## config.mk

```make
export PLATFORM = sky130hd
export DESIGN_NAME = arbitro_rr_bus_4a1_16b
export DESIGN_NICKNAME = d
export VERILOG_FILES = /design/src/rtl/arbitro_rr_bus_4a1_16b_pkg.sv /design/src/rtl/arbitro_rr_bus_4a1_16b_mux.sv /design/src/rtl/arbitro_rr_bus_4a1_16b.sv
export SDC_FILE = /design/constraint.sdc
export NUM_CORES = 1
export LEC_CHECK = 0
export ABC_AREA = 1
export CORE_MARGIN = 10
export CORE_UTILIZATION = 35
export CTS_BUF_LIST = sky130_fd_sc_hd__clkbuf_16
export CTS_CLUSTER_DIAMETER = 120
export CTS_CLUSTER_SIZE = 8
export DETAILED_ROUTE_END_ITERATION = 16
export PLACE_DENSITY = 0.83
export SYNTH_ARGS = -nofsm -noshare
export SYNTH_HDL_FRONTEND = slang
export SYNTH_SLANG_ARGS = --single-unit
```

## constraint.sdc

```tcl
create_clock -name clk -period 1.69 [get_ports clk]
set_input_delay 0.2535 -clock clk [delete_from_list [all_inputs] [get_ports clk]]
set_output_delay 0.2535 -clock clk [all_outputs]
set_load 0.005 [all_outputs]
```

## src/rtl/arbitro_rr_bus_4a1_16b_pkg.sv

```systemverilog
// ---------------------------------------------------------------------------
// arbitro_rr_bus_4a1_16b_pkg
//   Shared definitions for the 4:1 16-bit round-robin bus arbiter:
//     - requester count, index and data widths
//     - arbiter state codes
//     - the rotating-priority search (first requester at or after ptr)
//     - index -> one-hot grant conversion
// ---------------------------------------------------------------------------
package arbitro_rr_bus_4a1_16b_pkg;

   localparam int NUM_REQ = 4;
   localparam int IDX_W   = 2;
   localparam int DATA_W  = 16;

   typedef enum logic {
      ST_IDLE  = 1'b0,
      ST_GRANT = 1'b1
   } state_t;

   // Result of the priority search: found=0 means nobody is requesting.
   typedef struct packed {
      logic             found;
      logic [IDX_W-1:0] idx;
   } pick_t;

   // Search order is ptr, ptr+1, ptr+2, ptr+3 (mod NUM_REQ). The loop runs
   // from the lowest-priority slot upwards so the last hit written is the
   // highest-priority one.
   function automatic pick_t rr_search(input logic [NUM_REQ-1:0] req,
                                       input logic [IDX_W-1:0]   ptr);
      pick_t            res;
      logic [IDX_W-1:0] cand;
      res.found = 1'b0;
      res.idx   = ptr;
      for (int k = NUM_REQ - 1; k >= 0; k--) begin
         cand = ptr + IDX_W'(k);
         if (req[cand]) begin
            res.found = 1'b1;
            res.idx   = cand;
         end
      end
      return res;
   endfunction

   function automatic logic [NUM_REQ-1:0] idx_to_onehot(input logic [IDX_W-1:0] idx);
      return NUM_REQ'(1) << idx;
   endfunction

endpackage

```

## src/rtl/arbitro_rr_bus_4a1_16b_mux.sv

```systemverilog
// ---------------------------------------------------------------------------
// arbitro_rr_bus_4a1_16b_mux
//   Plain 4:1 multiplexer of 16-bit words (ungated; the arbiter applies the
//   valid gating on its own output).
// Ports:
//   sel      in   2   select index (0=a .. 3=d)
//   a,b,c,d  in   16  candidate words
//   y        out  16  selected word
// ---------------------------------------------------------------------------
module arbitro_rr_bus_4a1_16b_mux
   import arbitro_rr_bus_4a1_16b_pkg::*;
(
   input  logic [IDX_W-1:0]  sel,
   input  logic [DATA_W-1:0] a,
   input  logic [DATA_W-1:0] b,
   input  logic [DATA_W-1:0] c,
   input  logic [DATA_W-1:0] d,
   output logic [DATA_W-1:0] y
);

   logic [DATA_W-1:0] words [NUM_REQ];

   assign words[0] = a;
   assign words[1] = b;
   assign words[2] = c;
   assign words[3] = d;

   assign y = words[sel];

endmodule

```

## src/rtl/arbitro_rr_bus_4a1_16b.sv

```systemverilog
// ---------------------------------------------------------------------------
// arbitro_rr_bus_4a1_16b
//   Round-robin arbiter and sequencer for a shared 4:1 16-bit data bus.
//   One requester owns the bus at a time; its word is forwarded with a
//   VALID/READY handshake. A grant ends after MAX_BURST accepted beats or
//   when the owner drops its request, and the bus is re-arbitrated on that
//   same edge with the released requester at lowest priority.
// Parameters:
//   MAX_BURST  max beats per grant (>=1)
//   CNT_W      beat counter width = clog2(MAX_BURST), min 1
// Ports:
//   clk        in   1      rising-edge clock
//   reset_n    in   1      synchronous active-low reset
//   req        in   4      level requests, bit i = requester i
//   a,b,c,d    in   16     data of requesters 0..3
//   out_ready  in   1      consumer accepts the current beat
//   gnt        out  4      registered one-hot grant (0 = no owner)
//   sel        out  2      registered index of the granted requester
//   out        out  16     selected data while out_valid, else 0
//   out_valid  out  1      combinational: owner present and still requesting
//   beat_cnt   out  CNT_W  beats completed in the current grant
// ---------------------------------------------------------------------------
module arbitro_rr_bus_4a1_16b
   import arbitro_rr_bus_4a1_16b_pkg::*;
#(
   parameter int MAX_BURST = 4,
   parameter int CNT_W     = 2
)
(
   input  logic               clk,
   input  logic               reset_n,
   input  logic [NUM_REQ-1:0] req,
   input  logic [DATA_W-1:0]  a,
   input  logic [DATA_W-1:0]  b,
   input  logic [DATA_W-1:0]  c,
   input  logic [DATA_W-1:0]  d,
   input  logic               out_ready,
   output logic [NUM_REQ-1:0] gnt,
   output logic [IDX_W-1:0]   sel,
   output logic [DATA_W-1:0]  out,
   output logic               out_valid,
   output logic [CNT_W-1:0]   beat_cnt
);

   localparam logic [CNT_W-1:0] LAST_BEAT = CNT_W'(MAX_BURST - 1);

   state_t             state_reg, state_next;
   logic [NUM_REQ-1:0] gnt_reg,   gnt_next;
   logic [IDX_W-1:0]   sel_reg,   sel_next;
   logic [CNT_W-1:0]   cnt_reg,   cnt_next;
   logic [IDX_W-1:0]   ptr_reg,   ptr_next;

   logic               valid_c;
   logic               beat_c;
   logic               release_c;
   logic [IDX_W-1:0]   after_owner_c;
   logic [IDX_W-1:0]   search_ptr_c;
   pick_t              pick_c;
   logic [DATA_W-1:0]  mux_y;

   // ------------------------------------------------------------------
   // Handshake
   // ------------------------------------------------------------------
   assign valid_c   = (state_reg == ST_GRANT) && req[sel_reg];
   assign beat_c    = valid_c && out_ready;
   // Dropping the request also releases; no beat can be counted then
   // because valid_c is already low.
   assign release_c = (beat_c && (cnt_reg == LAST_BEAT)) || !req[sel_reg];

   // ------------------------------------------------------------------
   // Single priority encoder: in IDLE it searches from the stored
   // pointer, in GRANT it searches from the slot after the current owner,
   // which is exactly the pointer value a release would store.
   // ------------------------------------------------------------------
   assign after_owner_c = sel_reg + IDX_W'(1);
   assign search_ptr_c  = (state_reg == ST_GRANT) ? after_owner_c : ptr_reg;
   assign pick_c        = rr_search(req, search_ptr_c);

   // ------------------------------------------------------------------
   // State register
   // ------------------------------------------------------------------
   always_ff @(posedge clk) begin
      if (!reset_n) begin
         state_reg <= ST_IDLE;
         gnt_reg   <= '0;
         sel_reg   <= '0;
         cnt_reg   <= '0;
         ptr_reg   <= '0;
      end else begin
         state_reg <= state_next;
         gnt_reg   <= gnt_next;
         sel_reg   <= sel_next;
         cnt_reg   <= cnt_next;
         ptr_reg   <= ptr_next;
      end
   end

   // ------------------------------------------------------------------
   // Next-state logic
   // ------------------------------------------------------------------
   always_comb begin
      state_next = state_reg;
      gnt_next   = gnt_reg;
      sel_next   = sel_reg;
      cnt_next   = cnt_reg;
      ptr_next   = ptr_reg;

      case (state_reg)
         ST_IDLE: begin
            if (pick_c.found) begin
               state_next = ST_GRANT;
               sel_next   = pick_c.idx;
               gnt_next   = idx_to_onehot(pick_c.idx);
               cnt_next   = '0;
            end
         end

         ST_GRANT: begin
            if (release_c) begin
               // Re-arbitrate on this same edge: no bubble between owners.
               ptr_next = after_owner_c;
               cnt_next = '0;
               if (pick_c.found) begin
                  sel_next = pick_c.idx;
                  gnt_next = idx_to_onehot(pick_c.idx);
               end else begin
                  state_next = ST_IDLE;
                  gnt_next   = '0;
               end
            end else if (beat_c) begin
               cnt_next = cnt_reg + CNT_W'(1);
            end
         end

         default: begin
            state_next = ST_IDLE;
            gnt_next   = '0;
            cnt_next   = '0;
         end
      endcase
   end

   // ------------------------------------------------------------------
   // Data path
   // ------------------------------------------------------------------
   arbitro_rr_bus_4a1_16b_mux u_mux (
      .sel (sel_reg),
      .a   (a),
      .b   (b),
      .c   (c),
      .d   (d),
      .y   (mux_y)
   );

   assign out       = valid_c ? mux_y : '0;
   assign out_valid = valid_c;
   assign gnt       = gnt_reg;
   assign sel       = sel_reg;
   assign beat_cnt  = cnt_reg;

endmodule

```

## After elaboration in Yosys (flattened, before gate mapping)

Cells that the tools add are included.

| word-level totals | value |
|---|---|
| register bits after elaboration | 11 |
| latch bits | 0 |
| memory bits (writable) | 0 |
| ROM bits | 0 |
| input port bits | 71 |
| output and inout bits | 25 |
| logic and storage cells | 64 |
| memories | 0 |

| cells by class | value |
|---|---|
| add/subtract/negate cells | 5 |
| $mul | 0 |
| div/mod/pow operators | 0 |
| $lt $le $gt $ge | 6 |
| eq/ne operators | 4 |
| shifts and indexed selects | 1 |
| multiplexer cells | 33 |
| bitwise logic cells | 2 |
| reductions and logical operators | 8 |

Operators by type and width:

| cell | count |
|---|---|
| 16-bit two-way mux | 3 |
| 16-bit binary-select mux with 2-bit select | 1 |
| 2-bit by 3-bit < comparator with 1-bit output (second input constant) | 5 |
| 2-bit two-way mux | 6 |
| 3-bit two-way mux | 4 |
| 4-bit two-way mux | 3 |
| 1-bit binary-select mux with 2-bit select | 5 |
| 2-bit one-hot mux with 2 select lines | 2 |
| 4-bit one-hot mux with 2 select lines | 1 |
| 1-bit two-way mux | 7 |
| 2-bit by 1-bit adder with 2-bit output (second input constant) | 3 |
| 2-bit AND reduction | 3 |
| 2-bit adder (second input constant) | 2 |
| 1-bit by 2-bit left shift with 4-bit output (first input constant) | 1 |
| 3-bit greater-or-equal comparator (second input constant) | 1 |
| 1-bit logical AND | 3 |
| 3-bit by 1-bit inequality test with 1-bit output (second input constant) | 1 |
| 2-bit NOT with 3-bit output | 1 |
| 2-bit equality test (second input constant) | 1 |
| 2-bit by 1-bit inequality test with 1-bit output (second input constant) | 1 |
| 2-bit inequality test (second input constant) | 1 |
| 1-bit one-hot mux with 2 select lines | 1 |
| 1-bit zero test | 1 |
| 1-bit logical OR | 1 |
| 1-bit NOT | 1 |

## Longest topological paths before layout

Gate-level depths: netlist of the first run.

| logic depth | value |
|---|---|
| depth in word-level cells | 13 |
| mapped depth | 16 |
| gate-level depth less buffers | 15 |

## Hierarchy

A second synthesis of the first run with hierarchy kept.

| second synthesis, totals | value |
|---|---|
| cell total of the unflattened synthesis | 366 |
| area total of the unflattened synthesis | 1,799.2 µm² |

By module, submodules not included:

| module | instances | cells an instance | area an instance (µm²) | seq. area each (µm²) |
|---|---|---|---|---|
| arbitro_rr_bus_4a1_16b | 1 | 178 | 993.5 | 220.2 |
| arbitro_rr_bus_4a1_16b_mux | 1 | 188 | 805.8 | 0.0 |

## Worst setup path after synthesis of the first run

No wires, ideal clock.

| timing | value |
|---|---|
| kind | register to register |
| start | reg sel_reg[0], in the netlist sel[0] |
| end | reg sel_reg[1], in the netlist sel[1] |
| library setup time | 0.115 ns |
| arrival | 1.449 ns |
| required time | 1.575 ns |
| setup slack | 0.126 ns |
| cell stages (with the launch flop) | 13 |
| buffers on the path | 0 |
| period minus slack after synthesis | 1.564 ns |
| cell sequence | dfxtp_1 -> inv_2 -> nand2_2 -> nand2_4 -> nand3_2 -> nand3_1 -> nand2_2 -> nand2_2 -> nor2_4 -> nor2_4 -> inv_2 -> nor2_4 -> o21a_1 |

| between the ends | value |
|---|---|
| word-level cells in the longest chain between the ends | 12 |
| elaborated cells on any way between the ends | 28 |
| those cells by class | add/sub: 4; eq/ne: 1; mux: 18; reduce/logical: 5 |

Ends and longest elaborated chain:

| what | line | source |
|---|---|---|
| start, declared | arbitro_rr_bus_4a1_16b.sv:49 | `logic [IDX_W-1:0] sel_reg, sel_next;` |
| start signal, assigned | arbitro_rr_bus_4a1_16b.sv:92 | `sel_reg <= sel_next;` |
| 2-bit by 1-bit adder with 2-bit output | arbitro_rr_bus_4a1_16b.sv:75 | `assign after_owner_c = sel_reg + IDX_W'(1);` |
| 2-bit two-way mux | arbitro_rr_bus_4a1_16b.sv:76 | `assign search_ptr_c = (state_reg == ST_GRANT) ? after_owner_c : ptr_reg;` |
| 2-bit adder | arbitro_rr_bus_4a1_16b_pkg.sv:36 | `cand = ptr + IDX_W'(k);` |
| 1-bit binary-select mux with 2-bit select | arbitro_rr_bus_4a1_16b_pkg.sv:37 | `if (req[cand]) begin` |
| 1-bit two-way mux (not written as such) | arbitro_rr_bus_4a1_16b_pkg.sv:37 |  |
| 3-bit two-way mux (4 in series) | arbitro_rr_bus_4a1_16b_pkg.sv:37 |  |
| 2-bit two-way mux | arbitro_rr_bus_4a1_16b.sv:110, arbitro_rr_bus_4a1_16b.sv:123 |  |
| 2-bit two-way mux | arbitro_rr_bus_4a1_16b.sv:119 | `if (release_c) begin` |
| 2-bit one-hot mux with 2 select lines | arbitro_rr_bus_4a1_16b.sv:108 | `case (state_reg)` |

Several ways; a longest one is shown, not always the timed one. The select of a mux whose other input is x is not followed.
A chain may end at the register's enable or synchronous reset.

## Worst setup path in the final report of the first run

| timing | value |
|---|---|
| start | reg sel_reg[0], in the netlist sel[0] |
| end | reg sel_reg[0], in the netlist sel[0] |

The elaborated chain is that of the path after synthesis.

==> results of run 1 <==
==> cells in the final DEF (no fill, tap or decap), types with 7 or more instances in the layout <==
cell type	n
sky130_fd_sc_hd__buf_4	28
sky130_fd_sc_hd__a21oi_1	7
sky130_fd_sc_hd__nand2_4	17
sky130_fd_sc_hd__a22oi_1	9
sky130_fd_sc_hd__dfxtp_1	8
sky130_fd_sc_hd__buf_2	16
sky130_fd_sc_hd__a31oi_1	12
sky130_fd_sc_hd__buf_6	10
sky130_fd_sc_hd__nand2_2	20
sky130_fd_sc_hd__clkdlybuf4s50_1	75
sky130_fd_sc_hd__inv_1	16
sky130_fd_sc_hd__nand2_1	53
sky130_fd_sc_hd__a22oi_2	7
sky130_fd_sc_hd__nand3_1	11
==> worst max-delay path: cells and delay by family (launching register included) <==
kind / cells / cell delay [ns]
simple gates: 9 / 0.82
flops: 1 / 0.39
buf+inv: 3 / 0.35
compound gates: 2 / 0.20
==> through the flow <==
stage	cell area, sq um	power [mW]	utilization (%)
after floorplan	1320	2.08	-
after global placement	2540	3.31	69.3
after detailed placement	2540	3.36	69.3
after CTS	2810	4.23	76.7
after global routing	3050	5.21	83.3
final	3050	4.92	83.3
==> final timing paths <==
| path | to | slack [ns] | depth (start not counted) |
|---|---|---|---|
| hold reg to reg | gnt[0] | 0.47 | 2 |
| setup reg to reg | sel[0] | -0.20 | 14 |
| setup / recovery | sel[0] | -0.20 | 14 |
| hold / removal | gnt[0] | 0.47 | 2 |
==> cell type report <==
type                    instances  area, sq um
multi-input cells             181         1310
repair buffers                137         1270
fillers                       198          612
flip-flops and latches         11          231
inverters                      23         98.8
clock buffers                   3         75.1
well taps                      48         60.1
clock inverters                 1         3.75
==> power breakdown <==
| part | total, mW | switching (mW) | internal [mW] |
|---|---|---|---|
| Sequential | 0.479 | 0.108 | 0.371 |
| Combinational | 4.01 | 2.19 | 1.82 |
| Clock | 0.426 | 0.116 | 0.310 |
==> timing repair <==
item                                    CTS  global route
gates cloned                              2             0
resized for setup                       110            45
pin swaps                                14            23
endpoints found under the setup margin   25            25
endpoints found under the hold margin     0             0
setup buffers                            11             5
==> cell families after synthesis <==
kind of cell | after synthesis | synth area share (%)
buffers and inverters | 29 | 9.17
adder cells (fa/ha/maj) | 1 | 0.945
AO/OA/AOI/OAI | 50 | 24.2
AND/OR/NAND/NOR | 128 | 49.1
flip-flops | 11 | 16.6
==> per-layer routing <==
layer / up-vias / part of all wire [%]
met1: 1008 / 38
li1: 1013 / -
met4: 0 / 2.7
met3: 22 / 11
met5: - / 0
met2: 140 / 49
==> results by group, run 1 <==
Synthesis
  • Top-count cell post-synth: sky130_fd_sc_hd__nand2_1
  • Top cell type by total area after synthesis: sky130_fd_sc_hd__nand2_1
  • Most used DFF post-synth: sky130_fd_sc_hd__dfxtp_1
  • Yosys top cell area share: 20.4%
  • Number of distinct library cells after synthesis: 28
  • Synth async-reset ratio: 0%
  • Area contributors post-synth: sky130_fd_sc_hd__nand2_1 20%, sky130_fd_sc_hd__dfxtp_1 17%, sky130_fd_sc_hd__a22oi_1 9.1%
  • Number of enable flip-flop cells after synthesis: 0
  • Syn_area_per_cell: 6.04 sq um
  • Synthesis warning total: 0
  • Netlist area before placement: 0.00132 sq mm
  • Synthesized netlist net count: 291
  • Top cells by count, synth: 72 x sky130_fd_sc_hd__nand2_1, 16 x sky130_fd_sc_hd__a22oi_1, 16 x sky130_fd_sc_hd__a31oi_1, 16 x sky130_fd_sc_hd__inv_1, 15 x sky130_fd_sc_hd__nand3_1
  • Synth Register Bits: 11
  • Number of instances in the synthesized netlist: 219
  • Share of synthesized area occupied by flip-flops and latches: 16.6%

Floorplanning
  • Initial core utilization: 36.2%
  • Chip Width: 81.5 um
  • Height of the die: 81.5 um
  • Number of top-level design ports: 96
  • Die Area: 0.00664 sq mm
  • Num rows: 22
  • Standard cell core area: 0.00366 sq mm

Timing
  • Least setup slack across all paths after layout: -0.199 ns
  • Relative slew slack: 81.6%
  • Worst hold slack across all endpoints: 0.466 ns
  • RSZ-0062 raised after global routing: true
  • Number of endpoints failing setup at the final stage: 26
  • Endpoints failing hold: 0
  • Final setup skew: 0.00294 ns
  • Final Slew Violations: 0
  • Slew at the pin with the worst max-slew slack: 0.275 ns
  • Clock period minus final worst setup slack: 1.89 ns
  • Final clock period utilization by the worst path: 112%
  • Achievable clock frequency: 0.529 GHz
  • Total negative slack for setup checks: -2.84 ns

Critical path
  • Critical path class: reg -> reg
  • Type of origin of the critical path: flip-flop
  • Stage delay of the slowest cell on the critical path: 0.39 ns
  • Worst Path Arrival: 2.01 ns
  • Launch point of the worst path: sel[0]
  • Max stage delay cell, worst path: sky130_fd_sc_hd__dfxtp_4
  • Most repeated library cell on the critical path: sky130_fd_sc_hd__nand2_2
  • Endpoint kind of the worst setup timing path: flip-flop
  • Required time worst endpoint: 1.81 ns
  • Worst r2r src: sel[0]
  • Series of cell instances along the critical path: buf_6 -> buf_6 -> nand2_8 -> nand2_8 -> nand2_2 -> nand2_2 -> nand3_2 -> nand2_2 -> nand2_4 -> nor2_4 -> nor2_4 -> buf_4 -> o21ai_0 -> a21oi_1
  • Crit path max fanout: 7

Place
  • Port buffer count: 95
  • Gp weighted congestion: 0.913
  • Pre-CTS setup slack: -0.676 ns
  • Cell Count Post-Placement: 382
  • HPWL after detailed placement: 5.04 mm

Power
  • Leakage dissipation: 1.37 nW
  • Worst IR drop on VDD: 0.00134 V
  • Power density cells: 1610 mW/mm^2

CTS
  • Clock tree from TritonCTS: done
  • Clock latency at the later pin of the worst-skew pair: 0.24 ns
  • TritonCTS buffer count: 3
  • Worst-case clock buffer depth: 2
  • Hold Buf Count CTS: 0
  • Clock root buffer: sky130_fd_sc_hd__clkbuf_16
  • Clock-pin transition on the worst setup and hold timing paths: 0.04 ns
  • Number of levels the H-tree was split into: 1
  • # clock sinks: 11

Global routing
  • Routing usage on met2: 34.9%
  • GRT Util Overall: 20.2%
  • Congestion Overflow GR: 0
  • Routing usage on met3: 5.13%
  • Initial antenna violation count: 0
  • Pin count of the biggest net entering global routing: 17
  • Vias in the first global route: 2097
  • Wire length of the first global-routing pass: 10.8 mm
  • Met1 Resource Use GR: 24.2%
  • GRT busiest layer: met2

Routing
  • Drt first pass iters: 6
  • Overall via count from detail_route: 2183
  • Number of vias per cell: 5.40
  • Number of remaining DRC errors: 0
  • Wire length per cell: 20.0 um
  • Drt initial violations: 164
  • Antenna viol nets, final: 0
  • Total wirelength of the detailed-routed design: 8.10 mm

Cells and area
  • Number of cells in the finished layout apart from fillers: 404
  • Post-layout nets: 429
  • Post-synthesis to final-layout area growth: 130%
  • Flip-flop count of the largest register, all copies and words added: 4
  • Ant. Diodes: 0
  • Fraction of final layout cells with drive strength greater than 1: 41.0%

Status
  • Outcome: finished, violations left
  • Failing checks: negative setup slack

Min path
  • HP Start: gnt[0]
  • Min-Delay Path Class: reg -> reg

Flow run
  • Count of max-cap constraint violations: 0
Note: power is estimated with default switching activity, not from simulation.
==> inputs of run 2 (changes only) <==
--- a/config.mk
+++ b/config.mk
@@ -6,11 +6,11 @@
 export NUM_CORES = 1
 export LEC_CHECK = 0
 export ABC_AREA = 1
+export CAP_MARGIN = 20
 export CORE_MARGIN = 10
 export CORE_UTILIZATION = 35
 export CTS_BUF_LIST = sky130_fd_sc_hd__clkbuf_16
 export CTS_CLUSTER_DIAMETER = 120
-export CTS_CLUSTER_SIZE = 8
 export DETAILED_ROUTE_END_ITERATION = 16
 export PLACE_DENSITY = 0.83
 export SYNTH_ARGS = -nofsm -noshare
==> results of run 2 <==
Final layout, timing and power as in run 1 (identical DEF).
==> inputs of run 3 (changes only) <==
--- a/config.mk
+++ b/config.mk
@@ -12,6 +12,7 @@
 export CTS_BUF_LIST = sky130_fd_sc_hd__clkbuf_16
 export CTS_CLUSTER_DIAMETER = 120
 export DETAILED_ROUTE_END_ITERATION = 16
+export HOLD_SLACK_MARGIN = 0.02
 export PLACE_DENSITY = 0.83
 export SYNTH_ARGS = -nofsm -noshare
 export SYNTH_HDL_FRONTEND = slang
==> results of run 3 <==
Final layout, timing and power as in run 1 (identical DEF).
